File: src/rtl/pipe_game_pkg.sv
// Shared types and widths for the pipe game scoring/collision block.
package pipe_game_pkg;

    typedef enum logic [1:0] {
        ST_IDLE = 2'd0,
        ST_PLAY = 2'd1,
        ST_HIT  = 2'd2
    } state_t;

    localparam int unsigned STATE_W      = 2;
    localparam int unsigned SCORE_DIGITS = 3;
    localparam int unsigned BCD_W        = 4;
    localparam int unsigned SCORE_W      = SCORE_DIGITS * BCD_W;

    localparam logic [BCD_W-1:0] BCD_MAX = 4'd9;

endpackage

File: src/rtl/bcd_counter.sv
// Saturating multi-digit BCD up-counter with synchronous clear.
module bcd_counter
    import pipe_game_pkg::*;
#(
    parameter int unsigned DIGITS = SCORE_DIGITS
) (
    input  logic                      iClk,
    input  logic                      iRstN,
    input  logic                      iClr,
    input  logic                      iInc,
    output logic [DIGITS*BCD_W-1:0]   oBcd,
    output logic                      oSat
);

    localparam int unsigned W = DIGITS * BCD_W;

    logic [W-1:0] bcd_nxt;
    logic         sat_nxt;
    logic         carry;

    // Ripple the +1 through the digits; flag when the result is all nines
    always_comb begin
        bcd_nxt = oBcd;
        carry   = 1'b1;
        sat_nxt = 1'b1;
        for (int d = 0; d < int'(DIGITS); d++) begin
            if (carry) begin
                if (oBcd[d*BCD_W +: BCD_W] == BCD_MAX) begin
                    bcd_nxt[d*BCD_W +: BCD_W] = '0;
                end else begin
                    bcd_nxt[d*BCD_W +: BCD_W] = oBcd[d*BCD_W +: BCD_W] + BCD_W'(1);
                    carry = 1'b0;
                end
            end
            if (bcd_nxt[d*BCD_W +: BCD_W] != BCD_MAX) begin
                sat_nxt = 1'b0;
            end
        end
    end

    // Count register; once saturated further increments are dropped
    always_ff @(posedge iClk) begin
        if (!iRstN || iClr) begin
            oBcd <= '0;
            oSat <= 1'b0;
        end else if (iInc && !oSat) begin
            oBcd <= bcd_nxt;
            oSat <= sat_nxt;
        end
    end

endmodule

File: src/rtl/pipe_score_collide.sv
// Game sequencer: collision detection, pass scoring, respawn and speed-up pulses.
module pipe_score_collide
    import pipe_game_pkg::*;
#(
    parameter int unsigned H_TOT          = 800,
    parameter int unsigned V_TOT          = 600,
    parameter int unsigned BIRD_X         = 100,
    parameter int unsigned BIRD_W         = 20,
    parameter int unsigned BIRD_H         = 20,
    parameter int unsigned PIPE_W         = 40,
    parameter int unsigned GAP_H          = 150,
    parameter int unsigned SPEED_STEP_PTS = 5,
    localparam int unsigned P_SIZE        = $clog2(H_TOT),
    localparam int unsigned V_SIZE        = $clog2(V_TOT)
) (
    input  logic               iClk,
    input  logic               iRstN,
    input  logic               iGameStart,
    input  logic               iFrameTick,
    input  logic [P_SIZE-1:0]  iPipePos,
    input  logic               iPipeOut,
    input  logic [V_SIZE-1:0]  iGapTop,
    input  logic [V_SIZE-1:0]  iBirdY,
    output logic [STATE_W-1:0] oState,
    output logic               oCollision,
    output logic               oPipeRespawn,
    output logic               oPipeSpeedInc,
    output logic [SCORE_W-1:0] oScore
);

    localparam int unsigned PW     = P_SIZE + 1;
    localparam int unsigned VW     = V_SIZE + 1;
    localparam int unsigned STEP_W = (SPEED_STEP_PTS > 1) ? $clog2(SPEED_STEP_PTS) : 1;

    // One extra bit on every sum so edges near the screen limit never wrap
    logic [PW-1:0] pos_ext;
    logic [PW-1:0] pipe_right;
    logic [VW-1:0] y_ext;
    logic [VW-1:0] gap_ext;
    logic [VW-1:0] bird_bot;
    logic [VW-1:0] gap_bot;
    logic          xov;
    logic          safe;
    logic          ground;
    logic          hit;
    logic          pass;

    assign pos_ext    = PW'(iPipePos);
    assign pipe_right = pos_ext + PW'(PIPE_W - 1);
    assign y_ext      = VW'(iBirdY);
    assign gap_ext    = VW'(iGapTop);
    assign bird_bot   = y_ext + VW'(BIRD_H);
    assign gap_bot    = gap_ext + VW'(GAP_H);

    assign xov    = (pos_ext <= PW'(BIRD_X + BIRD_W - 1)) && (pipe_right >= PW'(BIRD_X));
    assign safe   = (y_ext >= gap_ext) && (bird_bot <= gap_bot);
    assign ground = (bird_bot > VW'(V_TOT));
    assign hit    = (xov && !safe) || ground;

    state_t              state, state_n;
    logic                collision, collision_n;
    logic                respawn, respawn_n;
    logic                speed_inc, speed_inc_n;
    logic                passed, passed_n;
    logic [STEP_W-1:0]   step, step_n;
    logic                score_clr;
    logic                score_inc;
    logic                score_sat;

    assign pass = !passed && (pipe_right < PW'(BIRD_X));

    // Score digits live in the shared saturating BCD counter
    bcd_counter #(
        .DIGITS (SCORE_DIGITS)
    ) u_score (
        .iClk  (iClk),
        .iRstN (iRstN),
        .iClr  (score_clr),
        .iInc  (score_inc),
        .oBcd  (oScore),
        .oSat  (score_sat)
    );

    // Next-state and registered-output decode; pulses self-gate against back-to-back
    always_comb begin
        state_n     = state;
        collision_n = collision;
        respawn_n   = 1'b0;
        speed_inc_n = 1'b0;
        passed_n    = passed;
        step_n      = step;
        score_clr   = 1'b0;
        score_inc   = 1'b0;

        case (state)
            ST_IDLE, ST_HIT: begin
                if (iGameStart) begin
                    state_n     = ST_PLAY;
                    collision_n = 1'b0;
                    respawn_n   = !respawn;
                    passed_n    = 1'b0;
                    step_n      = '0;
                    score_clr   = 1'b1;
                end
            end
            ST_PLAY: begin
                if (iFrameTick) begin
                    if (hit) begin
                        state_n     = ST_HIT;
                        collision_n = 1'b1;
                    end else begin
                        if (pass) begin
                            passed_n = 1'b1;
                            if (!score_sat) begin
                                score_inc = 1'b1;
                                if (step == STEP_W'(SPEED_STEP_PTS - 1)) begin
                                    step_n      = '0;
                                    speed_inc_n = !speed_inc;
                                end else begin
                                    step_n = step + STEP_W'(1);
                                end
                            end
                        end
                        if (iPipeOut) begin
                            respawn_n = !respawn;
                            passed_n  = 1'b0;
                        end
                    end
                end
            end
            default: begin
                state_n = ST_IDLE;
            end
        endcase
    end

    // State and output registers with synchronous reset
    always_ff @(posedge iClk) begin
        if (!iRstN) begin
            state     <= ST_IDLE;
            collision <= 1'b0;
            respawn   <= 1'b0;
            speed_inc <= 1'b0;
            passed    <= 1'b0;
            step      <= '0;
        end else begin
            state     <= state_n;
            collision <= collision_n;
            respawn   <= respawn_n;
            speed_inc <= speed_inc_n;
            passed    <= passed_n;
            step      <= step_n;
        end
    end

    assign oState        = state;
    assign oCollision    = collision;
    assign oPipeRespawn  = respawn;
    assign oPipeSpeedInc = speed_inc;

endmodule

File: config.mk
export PLATFORM = sky130hd
export DESIGN_NAME = pipe_score_collide
export DESIGN_NICKNAME = d
export VERILOG_FILES = /design/src/rtl/pipe_game_pkg.sv /design/src/rtl/bcd_counter.sv /design/src/rtl/pipe_score_collide.sv
export SDC_FILE = /design/constraint.sdc
export NUM_CORES = 1
export LEC_CHECK = 0
export CORE_ASPECT_RATIO = 1.5
export CORE_MARGIN = 2
export CORE_UTILIZATION = 50
export CTS_CLUSTER_SIZE = 40
export DETAILED_ROUTE_END_ITERATION = 12
export MAX_ROUTING_LAYER = met4
export PLACE_DENSITY = 0.83
export SYNTH_ARGS = -nofsm -noshare
export SYNTH_HDL_FRONTEND = slang
export SYNTH_HIERARCHICAL = 1
export SYNTH_SLANG_ARGS = --single-unit
File: constraint.sdc
create_clock -name iClk -period 4.1 [get_ports iClk]
set_input_delay 1.23 -clock iClk [delete_from_list [all_inputs] [get_ports iClk]]
set_output_delay 1.23 -clock iClk [all_outputs]
set_load 0.02 [all_outputs]
; ---- Yosys cells after proc, flatten, opt, wreduce, memory -nomap -nowiden
; Cells that the tools add are included.
[totals]
reg_bits = 22
input_bits = 35
output_inout_bits = 17
elab_cells = 106
[classes]
addsub = 7
n_lt_le_gt_ge = 6
eq_ne = 16
n_mux = 43
bitwise = 5
n_reduce_logical = 21
[op_table]
columns = cell, n
row1 = $mux W1, 24
row2 = $mux W4, 5
row3 = $mux W3, 6
row4 = $add A4 B1 Y4 const B, 3
row5 = $eq A4 B4 Y1 const B, 3
row6 = $ne A2 B2 Y1 const B, 6
row7 = $ne A4 B4 Y1 const B, 3
row8 = $add A10 B5 Y11 const B, 1
row9 = $add A10 B6 Y11 const B, 1
row10 = $add A10 B8 Y11 const B, 1
row11 = $ge A11 B7 Y1 const B, 1
row12 = $gt A11 B10 Y1 const B, 1
row13 = $le A11 B11 Y1, 1
row14 = $lt A11 B7 Y1 const B, 1
row15 = $ge A10 B10 Y1, 1
row16 = $le A10 B7 Y1 const B, 1
row17 = $reduce_or A7 Y1, 1
row18 = $logic_not A1 Y1, 6
row19 = $mux W2, 3
row20 = $pmux W1 S2, 3
row21 = $pmux W3 S2, 1
row22 = $reduce_and A6 Y1, 1
row23 = $logic_and A1 B1 Y1, 5
row24 = $not A1 Y1, 5
row25 = other kinds (13), 14

; ---- Logic depth before layout (Yosys ltp)
; Gate-level depths: netlist (run 1).
[logic_depth]
depth_word = 10
mapped_depth = 14
mapped_depth_nobuf = 14

; ---- By module
; The synthesis (run 1) kept the hierarchy.
[by_module_without_submodules]
columns = module, n_inst, cells_each, area_per_inst_um2, seq_area_each_um2
row1 = pipe_score_collide, 1, 169, 1310.0, 180.2
row2 = bcd_counter, 1, 83, 726.9, 260.2

; ---- Worst setup path before layout (run 1)
; OpenSTA, ideal clock, no wires.
[synth_timing]
path_kind = input to register
startpoint = input port iGapTop[1]
endpoint = register respawn, in the netlist oPipeRespawn
arrival_ns = 3.676
required_ns = 4.005
path_slack_ns = 0.329
cell_stages = 14
path_buffers = 0
cell_sequence = inv_1 -> ha_1 -> o21a_1 -> nor3_1 -> o21ai_0 -> xnor2_1 -> ha_1 -> o21ai_0 -> nor2_1 -> a21oi_1 -> o21ai_0 -> a211oi_1 -> nand4_1 -> a221oi_1
[synth_via]
elab_chain_len = 9
[synth_lines]
columns = element, line_no
row1 = from (decl), pipe_score_collide.sv:22  ; input logic [V_SIZE-1:0] iGapTop,
row2 = $add A10 B8 Y11, pipe_score_collide.sv:53  ; assign gap_bot = gap_ext + VW'(GAP_H);
row3 = $le A11 B11 Y1, pipe_score_collide.sv:56  ; assign safe = (y_ext >= gap_ext) && (bird_bot <= gap_bot);
row4 = $logic_and A1 B1 Y1 (*), pipe_score_collide.sv:56
row5 = $logic_not A1 Y1 (*), pipe_score_collide.sv:58  ; assign hit = (xov && !safe) || ground;
row6 = $logic_and A1 B1 Y1 (*), pipe_score_collide.sv:58
row7 = $logic_or A1 B1 Y1 (*), pipe_score_collide.sv:58
row8 = $mux W1 (*), pipe_score_collide.sv:108  ; if (hit) begin
row9 = $mux W1 (*), pipe_score_collide.sv:107  ; if (iFrameTick) begin
row10 = $pmux W1 S2 (*), pipe_score_collide.sv:95  ; case (state)
row11 = to (signal assigned), pipe_score_collide.sv:149  ; respawn <= respawn_n;
row12 = to (decl), pipe_score_collide.sv:62  ; logic respawn, respawn_n;
; Mark *: on every way between the ends. The rest lies on a longest branch, timed or not.
; A chain may end at the register's enable or synchronous reset.

; ---- Worst setup path in the final report (run 1)
[layout_timing]
startpoint = input port iGapTop[1]
endpoint = register passed
[layout_via]
elab_chain_len = 8
[layout_lines]
columns = element, line_no
row1 = $add A10 B8 Y11, pipe_score_collide.sv:53
row2 = $le A11 B11 Y1, pipe_score_collide.sv:56
row3 = $logic_and A1 B1 Y1 (*), pipe_score_collide.sv:56
row4 = $logic_not A1 Y1 (*), pipe_score_collide.sv:58
row5 = $logic_and A1 B1 Y1 (*), pipe_score_collide.sv:58
row6 = $logic_or A1 B1 Y1 (*), pipe_score_collide.sv:58
row7 = $ne A2 B2 Y1 (no line) (*), --
row8 = $reduce_and A5 Y1 (no line) (*), --
row9 = to (signal assigned), pipe_score_collide.sv:151  ; passed <= passed_n;
row10 = to (decl), pipe_score_collide.sv:64  ; logic passed, passed_n;
; Marked as above.

==> results_tabular.tex, run 1 <==
\begin{tabular}{lr}
\hline
Metric & Value \\
\hline
\multicolumn{2}{l}{\textbf{Status}} \\
Result of the run & finished clean \\
\multicolumn{2}{l}{\textbf{Power}} \\
Power density over the cells & 191 nW/um2 \\
Internal power & 0.000378 W \\
Leakage power summed over all cells & 1.20 nW \\
Combinational Power Share & 0.346 \\
Max rail drop VDD & 0.187 mV \\
Proportion of power drawn by the clock network & 0.248 \\
Share of power burned in registers & 0.406 \\
Switching Fraction & 0.298 \\
Switching power & 0.000160 W \\
\multicolumn{2}{l}{\textbf{Clock tree}} \\
Clock slew at the register clock pins of the worst setup and hold paths & 0.08 ns \\
Clock latency of the later-clocked register in the worst-skew pair & 0.26 ns \\
Number of buffers between clock root and the deepest sink & 2 \\
TritonCTS Buffers & 3 \\
Clock sink total & 22 \\
Post-CTS repair timing setup buffer count & 0 \\
Cell at the root of the clock tree & sky130\_fd\_sc\_hd\_\_clkbuf\_8 \\
TritonCTS clock tree & done \\
H-Tree Level Count & 1 \\
\multicolumn{2}{l}{\textbf{STA}} \\
Worst slew margin relative to its limit & 0.599 \\
Number of max-slew violations in the final report & 0 \\
Hold\_ws & 0.483 ns \\
Setup repair after global routing missed its margin & false \\
Worst-Margin Slew & 0.587 ns \\
Highest attainable clock frequency & 253 MHz \\
Clock skew & 0.00323 ns \\
Final period demand of the worst path & 3.95 ns \\
Hold violation total from the final report & 0 \\
Final-layout setup total negative slack & 0 ns \\
Final setup vio count & 0 \\
Final clock period utilization by the worst path & 0.963 \\
\multicolumn{2}{l}{\textbf{Job}} \\
Max-Cap Viols & 0 \\
\multicolumn{2}{l}{\textbf{Drt}} \\
DR pass1 iterations & 4 \\
Final wirelength & 5240 um \\
Vias per std cell & 5.87 \\
Met3 wire length & 219 um \\
DR iter-0 viols & 59 \\
Routed metal-1 wire length & 2000 um \\
DRC Markers & 0 \\
Vias after detailed routing & 2166 \\
Number of nets still failing antenna checks after routing & 0 \\
Total length of routed met2 wires & 2720 um \\
Highest layer used for signal routing & met4 \\
Wirelength per Cell & 14.2 um \\
\multicolumn{2}{l}{\textbf{GRT}} \\
Total Routing Usage GR & 0.239 \\
Gr ovfl total & 0 \\
Via count of the first global-routing pass & 2091 \\
Global-route wire length before repair & 8640 um \\
Antenna violations before repair & 0 \\
Maximum number of pins on one net before global-route repair & 14 \\
\multicolumn{2}{l}{\textbf{Synthesis}} \\
Commonest register cell after synthesis & sky130\_fd\_sc\_hd\_\_dfxtp\_1 \\
Sequential area share after synthesis & 0.216 \\
Post-synth EDFFs & 0 \\
Count of different cell masters after synthesis & 57 \\
Number of synthesis warnings & 6 \\
Register bit total from synthesis & 22 \\
Post-Syn Nets & 312 \\
Mapped Cells & 252 \\
Mapped cell area & 2040 um2 \\
Share of synthesized flip-flops with an asynchronous set or reset & 0 \\
Avg Cell Area, Syn & 8.08 um2 \\
\multicolumn{2}{l}{\textbf{Die}} \\
Width of the chip & 56.1 um \\
IO Count & 52 \\
Starting Density & 0.519 \\
Standard cell core area & 3920 um2 \\
Die Y-Extent & 82.2 um \\
Floorplan row count & 28 \\
Die footprint & 4610 um2 \\
\multicolumn{2}{l}{\textbf{Setup path}} \\
Type of the worst setup path & in2reg \\
CP Capture Type & flop \\
Reg-to-reg setup timing slack & 1.19 ns \\
CP Launch Type & input port \\
Arrival time reported for the critical path endpoint & 4.11 ns \\
Data required time at the worst endpoint & 4.26 ns \\
Max Fanout on Critical Path & 2 \\
\multicolumn{2}{l}{\textbf{Finish}} \\
Proportion of layout cells with a drive suffix above 1 & 0.123 \\
Layout overhead on the synthesized area & 38.0\% \\
Net total in the final layout & 386 \\
Final design instance area without fill & 2810 um2 \\
Final standard cell utilization of the core & 0.716 \\
Fillers & 320 \\
Multi-input gate area & 1500 um2 \\
Final Non-Filler Cells & 369 \\
Seq. cell area & 440 um2 \\
Final antenna diode count & 0 \\
\multicolumn{2}{l}{\textbf{Placed design}} \\
\# placed instances & 366 \\
Placed cell area & 2750 um2 \\
Final estimated routing congestion in global placement & 0.852 \\
Count of input and output buffers & 51 \\
Detailed placement HPWL & 4260 um \\
\multicolumn{2}{l}{\textbf{Worst hold path}} \\
Worst hold path type & reg2reg \\
\hline
\end{tabular}
-- metrics by stage --
step	power [W]	worst slack, ns
after floorplan	0.000315	0.329
after global placement	0.000395	-0.0884
after detailed placement	0.000403	-0.249
after CTS	0.000534	0.0699
after global routing	0.000569	0.00230
final	0.000538	0.150
-- area by class of cell --
cell class | instances | share of cell area
clock buffer | 3 | 0.0147
inverter | 21 | 0.0280
multi-input combinational | 202 | 0.532
sequential | 22 | 0.157
tap | 45 | 0.0200
timing repair buffer | 76 | 0.248
-- power groups by stage --
stage / sequential, W / combinational [W] / clock [W]
after detailed placement: 0.000223 / 0.000180 / 0
after global routing: 0.000219 / 0.000205 / 0.000145
final: 0.000218 / 0.000186 / 0.000134
after floorplan: 0.000226 / 0.0000889 / 0
after CTS: 0.000218 / 0.000182 / 0.000134
after global placement: 0.000223 / 0.000173 / 0
-- cell usage in the layout (no fill, tap or decap), types with 2 or more instances in the layout --
cell type / count
sky130_fd_sc_hd__nor3b_1: 7
sky130_fd_sc_hd__or3_1: 5
sky130_fd_sc_hd__a211o_1: 2
sky130_fd_sc_hd__a41o_1: 2
sky130_fd_sc_hd__nor2b_1: 9
sky130_fd_sc_hd__a21o_1: 2
sky130_fd_sc_hd__nand2_1: 12
sky130_fd_sc_hd__nand3_1: 8
sky130_fd_sc_hd__and3_1: 5
sky130_fd_sc_hd__ha_1: 25
sky130_fd_sc_hd__a211oi_1: 3
sky130_fd_sc_hd__o21ai_1: 4
sky130_fd_sc_hd__o2111ai_1: 2
sky130_fd_sc_hd__xor2_1: 7
sky130_fd_sc_hd__nor3_1: 3
sky130_fd_sc_hd__a22o_1: 2
sky130_fd_sc_hd__nand4_1: 5
sky130_fd_sc_hd__clkdlybuf4s50_1: 51
sky130_fd_sc_hd__a21oi_1: 13
sky130_fd_sc_hd__nand3b_1: 4
sky130_fd_sc_hd__inv_1: 21
sky130_fd_sc_hd__buf_4: 25
sky130_fd_sc_hd__xnor2_1: 11
sky130_fd_sc_hd__dfxtp_1: 22
sky130_fd_sc_hd__o21ai_0: 12
sky130_fd_sc_hd__o21a_1: 3
sky130_fd_sc_hd__mux2i_1: 2
sky130_fd_sc_hd__clkbuf_8: 3
sky130_fd_sc_hd__nand2b_1: 5
sky130_fd_sc_hd__a31oi_1: 2
sky130_fd_sc_hd__nor2_1: 19
-- path summary, 6_finish.rpt --
check | startpoint | end | cells past startpoint
worst max-delay path | iGapTop[1] | passed | 15
worst min-delay path | oCollision | oCollision | 2
worst max register to register | oState[0] | u_score/oBcd[10] | 10
worst min register to register | oCollision | oCollision | 2
-- routing by layer --
metal	track usage	vias to the layer above
met3	0.0187	22
met4	0.162	0
met2	0.454	88
li1	-	1066
met5	-	-
met1	0.230	990
-- logic make-up (layout without fill, tap and decap cells) --
| logic type | Yosys count | in the layout | share of synthesized area |
|---|---|---|---|
| AOI/OAI and AO/OA | 62 | 62 | 0.210 |
| xor gates and xnor gates | 18 | 18 | 0.0774 |
| adders and majority gates | 25 | 25 | 0.154 |
| buffers and inverters | 28 | 100 | 0.0596 |
| DFF | 22 | 22 | 0.216 |
| muxes | 2 | 2 | 0.00983 |
| and+or+nand+nor | 95 | 95 | 0.273 |
-- flip-flops by register name, indices dropped and copies added, names as in the netlist --
| register | flops |
|---|---|
| oPipeSpeedInc | 1 |
| oPipeRespawn | 1 |
| passed | 1 |
| u_score/oSat | 1 |
| step | 3 |
| oState | 2 |
| u_score/oBcd | 12 |
| oCollision | 1 |
-- critical path, cell delays in order --
cell                              delay (ns)
sky130_fd_sc_hd__clkdlybuf4s50_1        0.48
sky130_fd_sc_hd__inv_1                  0.06
sky130_fd_sc_hd__ha_1                   0.20
sky130_fd_sc_hd__o21a_1                 0.19
sky130_fd_sc_hd__nor3_2                 0.14
sky130_fd_sc_hd__o21ai_1                0.09
sky130_fd_sc_hd__xnor2_1                0.14
sky130_fd_sc_hd__ha_1                   0.34
sky130_fd_sc_hd__o21ai_2                0.18
sky130_fd_sc_hd__nor2_1                 0.07
sky130_fd_sc_hd__a21oi_1                0.14
sky130_fd_sc_hd__o21ai_1                0.10
sky130_fd_sc_hd__a211oi_2               0.29
sky130_fd_sc_hd__nand4_1                0.19
sky130_fd_sc_hd__a22o_1                 0.25
-- synthesized netlist by cell type, drive strengths merged, types with 5 or more instances --
| library cell | n | share of area |
|---|---|---|
| nor2 | 19 | 0.035 |
| nor3b | 8 | 0.032 |
| nand2b | 5 | 0.015 |
| xnor2 | 11 | 0.047 |
| o21ai | 17 | 0.042 |
| xor2 | 7 | 0.030 |
| a21oi | 13 | 0.032 |
| or3 | 5 | 0.015 |
| dfxtp | 22 | 0.22 |
| nand3 | 8 | 0.020 |
| ha | 25 | 0.15 |
| nor2b | 9 | 0.028 |
| nand4 | 5 | 0.015 |
| nand2 | 12 | 0.022 |
| and3 | 5 | 0.015 |
| inv | 21 | 0.039 |
-- timing repair --
item,CTS,global route
resized for setup,1,7
pin swaps,0,3
hold buffers,0,0
setup endpoints to repair,1,5
Note: power is estimated with default switching activity, not from simulation.
==> run 2, diff against run 1 <==
Settings changed: TNS_END_PERCENT from default to 20.
==> results of run 2 <==
No change in the layout: final DEF, timing and power equal those of run 1.
==> run 3, diff against run 2 <==
Settings changed: CAP_MARGIN from default to 40, GPL_ROUTABILITY_DRIVEN from default to 1, SKIP_CTS_REPAIR_TIMING from default to 1.
==> run 3 against run 2 <==
Clock power is essentially flat. Cell count grew 0.27%. Via count is essentially flat. Cell area grew 0.36%. First-iteration DRC count shrank 27%. Combinational power is essentially flat. Sequential power is essentially flat. Critical path depth is the same. Flip-flop and latch count is the same. Critical path type unchanged. Clock-buffer cell count is the same.
==> results_tabular.tex, run 3 (same netlist as run 1, synthesis figures left out) <==
\begin{tabular}{lr}
\hline
Metric & Value \\
\hline
\multicolumn{2}{l}{\textbf{Status}} \\
Result of the run & finished clean \\
\multicolumn{2}{l}{\textbf{Finish}} \\
Final antenna diode count & 0 (unchanged) \\
Final design instance area without fill & 2820 um2 (+0.36\%) \\
Commonest cells after routing, fill and taps aside & sky130\_fd\_sc\_hd\_\_clkdlybuf4s50\_1, sky130\_fd\_sc\_hd\_\_buf\_4, sky130\_fd\_sc\_hd\_\_ha\_1 \\
Net total in the final layout & 387 (+0.26\%) \\
Number of flip-flops in the largest register & 12 (unchanged) \\
Final standard cell utilization of the core & 0.719 (+0.00255) \\
Proportion of layout cells with a drive suffix above 1 & 0.126 (+0.00270) \\
Layout overhead on the synthesized area & 38.5\% \\
Commonest non-fill, non-tap cell in the layout & sky130\_fd\_sc\_hd\_\_clkdlybuf4s50\_1 \\
Largest reg by FF count & u\_score/oBcd \\
\multicolumn{2}{l}{\textbf{Worst hold path}} \\
Worst Hold End & oCollision \\
Hold Path Depth & 2 (unchanged) \\
Worst hold path type & reg2reg \\
Hold path start & oCollision \\
\multicolumn{2}{l}{\textbf{Die}} \\
Die Y-Extent & 82.2 um (unchanged) \\
Starting Density & 0.519 (unchanged) \\
Width of the chip & 56.1 um (unchanged) \\
Standard cell core area & 3920 um2 (unchanged) \\
Die footprint & 4610 um2 (unchanged) \\
Floorplan row count & 28 (unchanged) \\
IO Count & 52 (unchanged) \\
\multicolumn{2}{l}{\textbf{Power}} \\
Power density over the cells & 191 nW/um2 (-0.33\%) \\
Leakage power summed over all cells & 1.22 nW (+1.2\%) \\
Max rail drop VDD & 0.182 mV (-2.3\%) \\
Power Total & 0.000538 W (about the same) \\
\multicolumn{2}{l}{\textbf{STA}} \\
Clock skew & 0.00196 ns (-0.00127 ns) \\
Worst-Margin Slew & 0.576 ns (-0.0110 ns) \\
Highest attainable clock frequency & 254 MHz (+0.44\%) \\
Final clock period utilization by the worst path & 0.959 (-0.00420) \\
Number of max-slew violations in the final report & 0 (unchanged) \\
Final setup vio count & 0 (unchanged) \\
Worst slew margin relative to its limit & 0.606 (+0.00750) \\
Worst path setup slack after routing & 0.168 ns (+0.0172 ns) \\
Hold violation total from the final report & 0 (unchanged) \\
Setup repair after global routing missed its margin & false \\
Final period demand of the worst path & 3.93 ns (-0.0172 ns) \\
Hold\_ws & 0.482 ns (-0.000466 ns) \\
\multicolumn{2}{l}{\textbf{Clock tree}} \\
TritonCTS clock tree & done \\
TritonCTS Buffers & 3 (unchanged) \\
Clock sink total & 22 (unchanged) \\
Clock latency of the later-clocked register in the worst-skew pair & 0.26 ns (about the same) \\
Cell at the root of the clock tree & sky130\_fd\_sc\_hd\_\_clkbuf\_8 \\
Number of buffers between clock root and the deepest sink & 2 (unchanged) \\
H-Tree Level Count & 1 (unchanged) \\
Clock slew at the register clock pins of the worst setup and hold paths & 0.07 ns (about the same) \\
\multicolumn{2}{l}{\textbf{GRT}} \\
Total Routing Usage GR & 0.241 (+0.00236) \\
Antenna violations before repair & 0 (unchanged) \\
Via count of the first global-routing pass & 2099 (+0.38\%) \\
Maximum number of pins on one net before global-route repair & 14 (unchanged) \\
Global-route wire length before repair & 8670 um (+0.32\%) \\
Gr ovfl total & 0 (unchanged) \\
\multicolumn{2}{l}{\textbf{Drt}} \\
DR iter-0 viols & 43 (-27\%) \\
Number of nets still failing antenna checks after routing & 0 (unchanged) \\
Vias per std cell & 5.86 (-0.18\%) \\
DRC Markers & 0 (unchanged) \\
Final wirelength & 5290 um (+0.99\%) \\
Wirelength per Cell & 14.3 um (+0.72\%) \\
Vias after detailed routing & 2168 (+0.092\%) \\
DR pass1 iterations & 4 (unchanged) \\
\multicolumn{2}{l}{\textbf{Setup path}} \\
Startpoint of the worst register-to-register path & oState[0] \\
CP Capture Type & flop \\
Max Fanout on Critical Path & 2 (unchanged) \\
CP Launch Type & input port \\
Data required time at the worst endpoint & 4.25 ns (about the same) \\
Reg2reg path depth & 10 (unchanged) \\
Critical R2R Capture & u\_score/oBcd[10] \\
Arrival time reported for the critical path endpoint & 4.08 ns (-0.03 ns) \\
Type of the worst setup path & in2reg \\
Reg-to-reg setup timing slack & 1.20 ns (about the same) \\
\multicolumn{2}{l}{\textbf{Placed design}} \\
Post-placement setup slack & -0.249 ns (unchanged) \\
Detailed placement HPWL & 4260 um (unchanged) \\
Count of input and output buffers & 51 (unchanged) \\
Placed cell area & 2750 um2 (unchanged) \\
Final estimated routing congestion in global placement & 0.852 (unchanged) \\
\multicolumn{2}{l}{\textbf{Job}} \\
Max-Cap Viols & 0 (unchanged) \\
\hline
\end{tabular}
[run 3: critical path, stage by stage]
cell and delay, ns:
sky130_fd_sc_hd__clkdlybuf4s50_1 0.45, sky130_fd_sc_hd__inv_1 0.05, sky130_fd_sc_hd__ha_1 0.18, sky130_fd_sc_hd__o21a_1 0.21, sky130_fd_sc_hd__nor3_2 0.21, sky130_fd_sc_hd__o21ai_1 0.11
sky130_fd_sc_hd__xnor2_1 0.13, sky130_fd_sc_hd__ha_1 0.31, sky130_fd_sc_hd__o21ai_2 0.15, sky130_fd_sc_hd__nor2_1 0.06, sky130_fd_sc_hd__a21oi_1 0.12, sky130_fd_sc_hd__o21ai_1 0.10
sky130_fd_sc_hd__a211oi_2 0.30, sky130_fd_sc_hd__nand4_1 0.20, sky130_fd_sc_hd__a22o_1 0.27
[run 3: cell type report]
class	instances	area, um2
Clock buffer	3	41.3
Inverter	21	78.8
Multi-Input combinational cell	202	1500
Fill cell	319	1100
Sequential cell	22	440
Timing Repair Buffer	77	708
Tap cell	45	56.3
[run 3: through the flow]
| stage | TNS, ns | instances |
|---|---|---|
| 2_1_floorplan | 0 | 252 |
| 3_3_place_gp | -0.154 | 366 |
| 3_5_place_dp | -0.916 | 366 |
| 4_1_cts | -0.0109 | 369 |
| 5_1_grt | 0 | 370 |
| 6_report | 0 | 370 |
[run 3: how the worst max path moves through the flow]
stage | slack, ns | depth (start not counted) | end | start
floorplan | 0.33 | 14 | oPipeRespawn | iGapTop[1]
global placement | -0.09 | 15 | oPipeRespawn | iGapTop[1]
detailed placement | -0.25 | 15 | oPipeRespawn | iGapTop[1]
CTS | -0.01 | 15 | oPipeRespawn | iGapTop[1]
global route | 0.01 | 15 | passed | iGapTop[2]
finish | 0.17 | 15 | passed | iGapTop[2]
[run 3: per-layer routing]
layer	up-vias	track usage	part of all wire	routed length [um]
met5	-	-	0	0
met4	0	0.169	0.057	299
met3	23	0.0296	0.049	261
met2	90	0.452	0.53	2810
met1	987	0.230	0.36	1920
li1	1068	-	-	-
[run 3: where the power goes]
group	switching [W]	total [W]	internal, W
registers	0.00000233	0.000218	0.000216
clock network	0.0000658	0.000131	0.0000655
logic	0.0000904	0.000189	0.0000982
==> RTL edit: new RTL, settings of run 2 <==
Set the parameter `SPEED_STEP_PTS` to 6 (it was 5).
--- a/src/rtl/pipe_score_collide.sv
+++ b/src/rtl/pipe_score_collide.sv
@@ -11,3 +11,3 @@
     parameter int unsigned GAP_H          = 150,
-    parameter int unsigned SPEED_STEP_PTS = 5,
+    parameter int unsigned SPEED_STEP_PTS = 6,
     localparam int unsigned P_SIZE        = $clog2(H_TOT),
Formal check against the unedited RTL: not equivalent (a bounded check fails within 10 cycles, from zero or initial values and one cycle with iRstN low).
==> RTL edit against run 2 <==
Sequential share of layout area is 0.77 points lower; clock power down 4%; global-route usage rose by 1.1 points; maximum frequency down 1.1%; cell area grew 5.2%; sequential cell count did not move; area after synthesis is 1.4% higher; routed wire length increased by 5.9%; power up 8.7%; setup slack worse by 0.043 ns; first-iteration DRC count is 12% higher; count of clock-buffer cells in the layout unchanged; cell count increased by 2.4%; non-clock buffer count rose by 4; critical path type unchanged; highest routed layer unchanged.
==> RTL edit: results <==
[timing]
hold_ws_ns = 0.450
fin_skew_ns = 0.00118
slew_headroom_pct = 66.0

[worst_hold_path]
min_from = oPipeRespawn
worst_hold_path.endpoint = oPipeRespawn
worstHoldPathCells = 1

[power_and_ir_drop]
ir_worst_vdd_v = 0.000165
p_leak_nw = 1.27

[worst_setup_path]
cp_max_fo = 6
r2r_setup_slack_ns = 1.64
r2r_end = u_score/oBcd[7]
arrival_ns = 4.15
worstRegToRegCells = 8

[placed_design]
place.gp.congestion = 1.07
placed_area_sq_mm = 0.00278
place_inst = 370
dp_hpwl_microns = 4540
port_buffers = 51

[synth]
synthXorXnorAreaFrac_pct = 7.63
netlist_top_cells_area = dfxtp_1, ha_1, xnor2_1
synth_nets = 313
ys_types = 59
yosys.area.top_type = dfxtp_1
synth_mux_area_share_pct = 2.18
synth_common_cells = ha_1, dfxtp_1, nor2_1, inv_1, a21oi_1
synthAdderAreaFrac_pct = 13.9
syn_inst = 255
synth_seq_area_share_pct = 21.3
ys.warnings.count = 6
synth_compound_area_share_pct = 21.6

[global_route]
grt_pass1_wl_microns = 9020
grt_usage_pct = 25.0

[run_status]
status = complete, no violations

[cells_and_area]
n_fill_cell = 282
drive_gt1_share_pct = 17.7
final_cell_count_no_fill = 378
largest_reg_flops = 12
nets = 393

[route]
wl_per_cell_microns = 14.7
num_vias = 2196
drt-initial-drc-count = 66

[cts]
clockBufferDepth = 2
htreeDepth = 1
-- RTL edit: cells by family after synthesis --
family,after synthesis
muxes,4
buffers and inverters,26
and+or+nand+nor,99
AOI/OAI and AO/OA,63
adders and majority gates,23
DFF,22
xor gates and xnor gates,18
-- RTL edit: metal layers --
metal	share of wire (%)	routed length [microns]	track usage, %
met5	0	0	-
met2	55	3070	50.7
met4	5.8	321	16.4
met3	2.8	155	1.40
met1	36	1990	21.8
-- RTL edit: per-stage QoR --
stage | worst slack [ns] | util, %
6_report | 0.108 | 74.7
5_1_grt | -0.0144 | 74.7
2_1_floorplan | 0.360 | -
3_5_place_dp | -0.434 | 70.3
4_1_cts | 0.0288 | 71.6
3_3_place_gp | -0.175 | 70.3
-- RTL edit: worst max path at each step --
stage	depth (start not counted)	from	endpoint	slack (ns)
floorplan	14	iGapTop[1]	oPipeRespawn	0.36
global placement	15	iGapTop[1]	oPipeRespawn	-0.18
detailed placement	15	iGapTop[1]	oPipeRespawn	-0.43
CTS	15	iGapTop[1]	oPipeRespawn	0.03
global route	12	iBirdY[5]	oPipeRespawn	-0.01
finish	12	iBirdY[5]	oPipeRespawn	0.11
-- RTL edit: final cells by class --
type / instances / area [sq um] / share of cell area, %
multi-input combinational: 207 / 1590 / 53.7
sequential: 22 / 440 / 14.9
inverter: 21 / 78.8 / 2.67
clock buffer: 3 / 41.3 / 1.40
timing repair buffer: 80 / 751 / 25.4
tap: 45 / 56.3 / 1.91
-- RTL edit: what timing repair did --
action | in CTS | in global routing
endpoints found under the setup margin | 2 | 5
gates resized for setup | 3 | 27
pin swaps | 0 | 18
buffers inserted | 0 | 5
cloned | 0 | 0
-- RTL edit: critical path: stages --
cell             delay, ns
clkdlybuf4s50_1       0.54
buf_4                 0.18
nand2_1               0.07
xnor2_1               0.14
ha_1                  0.30
nand4_1               0.22
nor4_4                0.30
nor2_1                0.09
a22oi_2               0.18
a211oi_2              0.10
o41a_1                0.45
a2111oi_2             0.34
-- RTL edit: report_power, final --
group | switching, mW | internal (mW)
registers | 0.00475 | 0.218
logic | 0.115 | 0.118
clock network | 0.0634 | 0.0654
